===== src/rtl/button_event_ctrl.sv =====
`default_nettype none
// +----------------------------------------------------------------------------+
// | Module   : button_event_ctrl                                               |
// | Purpose  : Debounced buttons feeding a round-robin scheduled event FIFO.   |
// |            Optional long-press events when LONG_PRESS_EN is defined.       |
// | Revision : 1.0                                                             |
// +----------------------------------------------------------------------------+
module button_event_ctrl #(
    parameter int NUM_BTN     = 4,
    parameter int DB_CYCLES   = 50000,
    parameter int LONG_CYCLES = 1000000
) (
    input  logic               clk,
    input  logic               rst_n,
    input  logic [NUM_BTN-1:0] btn,
    output logic [NUM_BTN-1:0] btn_state,
    output logic               evt_valid,
    output logic [4:0]         evt_data,
    input  logic               evt_ready,
    output logic [3:0]         evt_count,
    output logic               ovf,
    input  logic               ovf_clr
);

    localparam logic [1:0]  c_TYPE_PRESS   = 2'b00;
    localparam logic [1:0]  c_TYPE_RELEASE = 2'b01;
    localparam logic [1:0]  c_TYPE_LONG    = 2'b10;
    localparam logic [15:0] c_DB_LAST      = 16'(DB_CYCLES - 1);
    localparam logic [3:0]  c_FIFO_DEPTH   = 4'd8;

    logic [NUM_BTN-1:0] r_sync1_q, r_sync2_q;
    logic [NUM_BTN-1:0] r_state_q, w_state_d;
    logic [15:0]        r_db_cnt_q [NUM_BTN];
    logic [15:0]        w_db_cnt_d [NUM_BTN];
    logic [NUM_BTN-1:0] w_toggle;
    logic [NUM_BTN-1:0] w_long;
    logic [NUM_BTN-1:0] w_new_vld;
    logic [1:0]         w_new_type [NUM_BTN];
    logic [NUM_BTN-1:0] r_pend_vld_q, w_pend_vld_d;
    logic [1:0]         r_pend_type_q [NUM_BTN];
    logic [1:0]         w_pend_type_d [NUM_BTN];
    logic [2:0]         r_rr_q, w_rr_d;
    logic               w_hi_found;
    logic [2:0]         w_hi_idx, w_lo_idx, w_grant_idx;
    logic [NUM_BTN-1:0] w_gnt;
    logic               w_push, w_pop, w_drop;
    logic [4:0]         w_push_data;
    logic [4:0]         r_fifo_q [8];
    logic [4:0]         w_fifo_d [8];
    logic [2:0]         r_wr_ptr_q, w_wr_ptr_d, r_rd_ptr_q, w_rd_ptr_d;
    logic [3:0]         r_count_q, w_count_d;
    logic               r_ovf_q, w_ovf_d;

    // Debounce: the counter tracks consecutive cycles of disagreement.
    always_comb begin
        w_state_d = r_state_q;
        w_toggle  = '0;
        for (int i = 0; i < NUM_BTN; i++) begin
            w_db_cnt_d[i] = 16'd0;
            if (r_sync2_q[i] != r_state_q[i]) begin
                if (r_db_cnt_q[i] == c_DB_LAST) begin
                    w_toggle[i]  = 1'b1;
                    w_state_d[i] = ~r_state_q[i];
                end else begin
                    w_db_cnt_d[i] = r_db_cnt_q[i] + 16'd1;
                end
            end
        end
    end

`ifdef LONG_PRESS_EN
    localparam logic [23:0] c_LONG_LAST = 24'(LONG_CYCLES - 1);
    logic [23:0] r_hold_q [NUM_BTN];
    logic [23:0] w_hold_d [NUM_BTN];

    // A releasing button stops counting, so long and release never coincide.
    always_comb begin
        w_long = '0;
        for (int i = 0; i < NUM_BTN; i++) begin
            w_hold_d[i] = 24'd0;
            if (r_state_q[i] && !w_toggle[i]) begin
                if (r_hold_q[i] != c_LONG_LAST) begin
                    w_hold_d[i] = r_hold_q[i] + 24'd1;
                    w_long[i]   = (r_hold_q[i] == c_LONG_LAST - 24'd1);
                end else begin
                    w_hold_d[i] = r_hold_q[i];
                end
            end
        end
    end

    always_ff @(posedge clk or negedge rst_n) begin
        if (!rst_n) begin
            for (int i = 0; i < NUM_BTN; i++) r_hold_q[i] <= '0;
        end else begin
            for (int i = 0; i < NUM_BTN; i++) r_hold_q[i] <= w_hold_d[i];
        end
    end
`else
    assign w_long = '0;
`endif

    always_comb begin
        for (int i = 0; i < NUM_BTN; i++) begin
            w_new_vld[i]  = w_toggle[i] | w_long[i];
            w_new_type[i] = w_toggle[i] ? (r_state_q[i] ? c_TYPE_RELEASE : c_TYPE_PRESS)
                                        : c_TYPE_LONG;
        end
    end

    // Round-robin: lowest pending index at/after rr, else lowest overall.
    always_comb begin
        w_hi_found = 1'b0;
        w_hi_idx   = 3'd0;
        w_lo_idx   = 3'd0;
        for (int i = NUM_BTN - 1; i >= 0; i--) begin
            if (r_pend_vld_q[i]) begin
                w_lo_idx = 3'(i);
                if (3'(i) >= r_rr_q) begin
                    w_hi_found = 1'b1;
                    w_hi_idx   = 3'(i);
                end
            end
        end
        w_grant_idx = w_hi_found ? w_hi_idx : w_lo_idx;
    end

    always_comb begin
        w_push      = (r_count_q != c_FIFO_DEPTH) && (|r_pend_vld_q);
        w_gnt       = '0;
        w_push_data = 5'd0;
        w_drop      = 1'b0;
        for (int i = 0; i < NUM_BTN; i++) begin
            w_pend_vld_d[i]  = r_pend_vld_q[i];
            w_pend_type_d[i] = r_pend_type_q[i];
            if (w_push && (w_grant_idx == 3'(i))) begin
                w_gnt[i]        = 1'b1;
                w_push_data     = {r_pend_type_q[i], 3'(i)};
                w_pend_vld_d[i] = 1'b0;
            end
            if (w_new_vld[i]) begin
                if (r_pend_vld_q[i] && !w_gnt[i]) begin
                    w_drop = 1'b1;
                end else begin
                    w_pend_vld_d[i]  = 1'b1;
                    w_pend_type_d[i] = w_new_type[i];
                end
            end
        end
        w_rr_d = r_rr_q;
        if (w_push) begin
            w_rr_d = (w_grant_idx == 3'(NUM_BTN - 1)) ? 3'd0 : w_grant_idx + 3'd1;
        end
    end

    always_comb begin
        w_pop = (r_count_q != 4'd0) && evt_ready;
        for (int k = 0; k < 8; k++) w_fifo_d[k] = r_fifo_q[k];
        if (w_push) w_fifo_d[r_wr_ptr_q] = w_push_data;
        w_wr_ptr_d = r_wr_ptr_q + {2'd0, w_push};
        w_rd_ptr_d = r_rd_ptr_q + {2'd0, w_pop};
        w_count_d  = r_count_q + {3'd0, w_push} - {3'd0, w_pop};
        w_ovf_d    = w_drop | (r_ovf_q & ~ovf_clr);
    end

    always_ff @(posedge clk or negedge rst_n) begin
        if (!rst_n) begin
            r_sync1_q    <= '0;
            r_sync2_q    <= '0;
            r_state_q    <= '0;
            r_pend_vld_q <= '0;
            r_rr_q       <= '0;
            r_wr_ptr_q   <= '0;
            r_rd_ptr_q   <= '0;
            r_count_q    <= '0;
            r_ovf_q      <= 1'b0;
            for (int i = 0; i < NUM_BTN; i++) begin
                r_db_cnt_q[i]    <= '0;
                r_pend_type_q[i] <= '0;
            end
            for (int k = 0; k < 8; k++) r_fifo_q[k] <= '0;
        end else begin
            r_sync1_q    <= btn;
            r_sync2_q    <= r_sync1_q;
            r_state_q    <= w_state_d;
            r_pend_vld_q <= w_pend_vld_d;
            r_rr_q       <= w_rr_d;
            r_wr_ptr_q   <= w_wr_ptr_d;
            r_rd_ptr_q   <= w_rd_ptr_d;
            r_count_q    <= w_count_d;
            r_ovf_q      <= w_ovf_d;
            for (int i = 0; i < NUM_BTN; i++) begin
                r_db_cnt_q[i]    <= w_db_cnt_d[i];
                r_pend_type_q[i] <= w_pend_type_d[i];
            end
            for (int k = 0; k < 8; k++) r_fifo_q[k] <= w_fifo_d[k];
        end
    end

    assign btn_state = r_state_q;
    assign evt_valid = (r_count_q != 4'd0);
    assign evt_data  = evt_valid ? r_fifo_q[r_rd_ptr_q] : 5'd0;
    assign evt_count = r_count_q;
    assign ovf       = r_ovf_q;

endmodule
`default_nettype wire

===== config.mk =====
export PLATFORM = sky130hd
export DESIGN_NAME = button_event_ctrl
export DESIGN_NICKNAME = d
export VERILOG_FILES = /design/src/rtl/button_event_ctrl.sv
export SDC_FILE = /design/constraint.sdc
export NUM_CORES = 1
export LEC_CHECK = 0
export BUFFER_PORTS_ARGS = -buffer_cell sky130_fd_sc_hd__buf_2
export CAP_MARGIN = 20
export CORE_MARGIN = 8
export CORE_UTILIZATION = 55
export CTS_CLUSTER_DIAMETER = 40
export DETAILED_ROUTE_END_ITERATION = 10
export GPL_TIMING_DRIVEN = 0
export PLACE_DENSITY = 0.72
export SYNTH_ARGS = -nofsm -noshare
export SYNTH_HDL_FRONTEND = slang
export SYNTH_SLANG_ARGS = --single-unit

===== constraint.sdc =====
create_clock -name clk -period 7.2 [get_ports clk]
set_clock_uncertainty 0.05 [all_clocks]
set_input_delay 1.8 -clock clk [delete_from_list [all_inputs] [get_ports clk]]
set_output_delay 1.8 -clock clk [all_outputs]
set_load 0.02 [all_outputs]

==> impl_metrics.json <==
{
  "status": "finished, final reports clean",
  "final-max-slew-violation-count": 0,
  "synth_cells": 545,
  "crit_fanout": 6,
  "ys_ff_latch": 121,
  "area_growth_syn_to_layout_pct": 15.3,
  "yosys_warnings": 0,
  "drv_cap": 0,
  "htreeDepth": 4,
  "worstSetupStartpointType": "flop",
  "cts.sinks": 121,
  "dieArea_sq_mm": 0.0144,
  "place_worst_setup_slack_ps": 3530,
  "cts_tree": "yes",
  "boundaryPins": 23,
  "dp.final_hpwl_mm": 7.93,
  "drive_gt1_frac": 0.145,
  "port_buffers": 20,
  "slew_headroom": 0.385,
  "worst_setup_path_end_kind": "output port",
  "critPathMaxStageDelay_ps": 580,
  "fmax_ghz": 0.240,
  "hold_viol": 0,
  "layout_common_cells": "121 x dfrtp_1, 63 x nor2_1, 32 x xnor2_1, 29 x nand2_1",
  "cts_buffer_depth": 2,
  "slowest_stage": "mux4_2",
  "start_util": 0.555,
  "rsz0062_at_grt": "no",
  "wire_per_inst_um": 15.4,
  "antenna_found_initial": 0,
  "crit_required_ps": 5350,
  "mostFrequentLayoutCell": "dfrtp_1",
  "worst_pin_slew_ps": 910,
  "gp_routability_congestion": 0.789,
  "post-cts-setup-buffers": 0,
  "n_antenna_cell": 0,
  "setup_ws_ps": 3030,
  "die-height_um": 120,
  "grt_remaining_overflow": 0,
  "grt_max_degree": 66,
  "wl_mm": 11.4,
  "synth_area_per_cell_sq_um": 10.9,
  "placed_cells": 707,
  "setup-violations-final": 0,
  "drcViolationCount": 0,
  "grt_first_pass_wirelength_mm": 20.1,
  "core_area_sq_mm": 0.0107,
  "stdcell_count": 739,
  "path_cells": "clkbuf_1 -> mux4_2 -> mux2i_1 -> nor2_1 -> buf_2",
  "clk_pin_slew_ps": 50,
  "grt_pass1_vias": 4229,
  "p_per_area_mw_per_mm2": 258,
  "hold_path.class": "flop to flop",
  "synth-async-reset-ratio": 1.00,
  "finalCriticalPeriod_ps": 4170,
  "ant_nets": 0,
  "numCtsBuffers": 17,
  "clk_latency_ps": 520,
  "finalCritPeriodShare": 0.579,
  "nNetsFinal": 613,
  "synth.distinct_cells": 56,
  "cts_resized": 0,
  "yosys_most_used_dff": "dfrtp_1",
  "synthesis.area_sq_mm": 0.00594,
  "power_leakage_nw": 3.07,
  "rows": 38,
  "worst-path-buf-inv": 2,
  "vias": 4193,
  "drtIter0Drc": 199,
  "routed_via_density": 5.67,
  "path_delay_family": "multiplexers",
  "critPathKind": "flop to output port",
  "synth-edff-count": 0,
  "fin_tns_setup_ps": 0,
  "grt_use_total": 0.174,
  "firstDrtPassIters": 5,
  "cts_hold_buf": 0,
  "worst_ep_arrival_time_ps": 2320,
  "clock-root-buffer": "clkbuf_8",
  "peakVddDrop_uv": 211,
  "die_w_um": 120,
  "ys_seq_area_frac": 0.510
}
==> flip-flops by register name, indices dropped and copies added (netlist names) <==
name           cells
evt_count          4
r_wr_ptr_q         3
r_pend_type_q      4
r_db_cnt_q        64
r_fifo_q          24
r_sync1_q          4
r_rr_q             2
btn_state          4
r_sync2_q          4
r_pend_vld_q       4
ovf                1
r_rd_ptr_q         3
==> through the flow <==
step	utilization	instance area, sq um	hold WS (ps)	power (mW)
finish	0.640	6840	297	1.77
global route	0.640	6840	311	1.85
CTS	0.640	6840	297	1.79
detailed placement	0.584	6250	285	0.944
global placement	0.581	6210	282	0.926
floorplan	-	5940	281	0.874
==> Yosys cell counts, drive strengths merged (6+ instances only) <==
cell	instances	area, sq um
mux2	25	282
buf	6	40.0
nor2	63	236
xnor2	32	280
dfrtp	121	3030
and3	8	50.1
nor3	8	40.0
mux4	6	135
nand4	21	131
clkbuf	10	37.5
nand3	23	115
nand2	29	109
a21oi	12	60.1
inv	26	97.6
o21ai	18	93.8
or4	11	86.3
o31ai	7	52.6
xor2	25	219
ha	18	225
and4	8	70.1
nor4	14	87.6
==> final cells by class <==
class / count / area, sq um
fill: 835 / 3850
sequential: 121 / 3030
multi-input combinational: 383 / 2740
clock buffer: 20 / 445
tap: 140 / 175
clock inverter: 12 / 149
timing repair buffer: 21 / 134
inverter: 26 / 97.6
buffer: 16 / 77.6
==> cell families (layout without fill, tap and decap cells) <==
family	after synthesis	in the layout	share of synthesized area
mux	35	35	0.0769
compound gates	57	57	0.0637
xor+xnor	57	57	0.0841
fa+ha+maj	19	19	0.0413
simple gates	213	213	0.194
buf+inv	42	95	0.0295
other cells	1	2	0.000632
flops	121	121	0.510
==> worst paths after layout <==
check	startpoint	to	slack, ps	depth (start not counted)
max	r_rd_ptr_q[0]$_DFF_PN0_	evt_data[1]	3030	5
min	r_sync1_q[0]$_DFF_PN0_	r_sync2_q[0]$_DFF_PN0_	300	0
max reg2reg	r_rr_q[1]$_DFFE_PN0P_	ovf$_DFF_PN0_	4270	9
min reg2reg	r_sync1_q[0]$_DFF_PN0_	r_sync2_q[0]$_DFF_PN0_	300	0
max in group asynchronous	rst_n	r_db_cnt_q[55]$_DFF_PN0_	5240	2
min in group asynchronous	rst_n	r_db_cnt_q[28]$_DFF_PN0_	1190	1
==> power breakdown <==
group / leakage (nW) / internal (mW) / switching [mW]
combinational: 1.14 / 0.0779 / 0.109
clock: 0.283 / 0.542 / 0.294
sequential: 1.65 / 0.711 / 0.0322
total: 3.07 / 1.33 / 0.435
==> routing by layer <==
layer / routed length [um] / up-vias / GRT usage
met4: 124 / 0 / 0.0648
met1: 5160 / 2079 / 0.214
met2: 5650 / 71 / 0.280
met3: 479 / 7 / 0.0573
met5: 0 / - / 0
li1: - / 2036 / -
No activity file was read; power rests on OpenSTA's default activity.
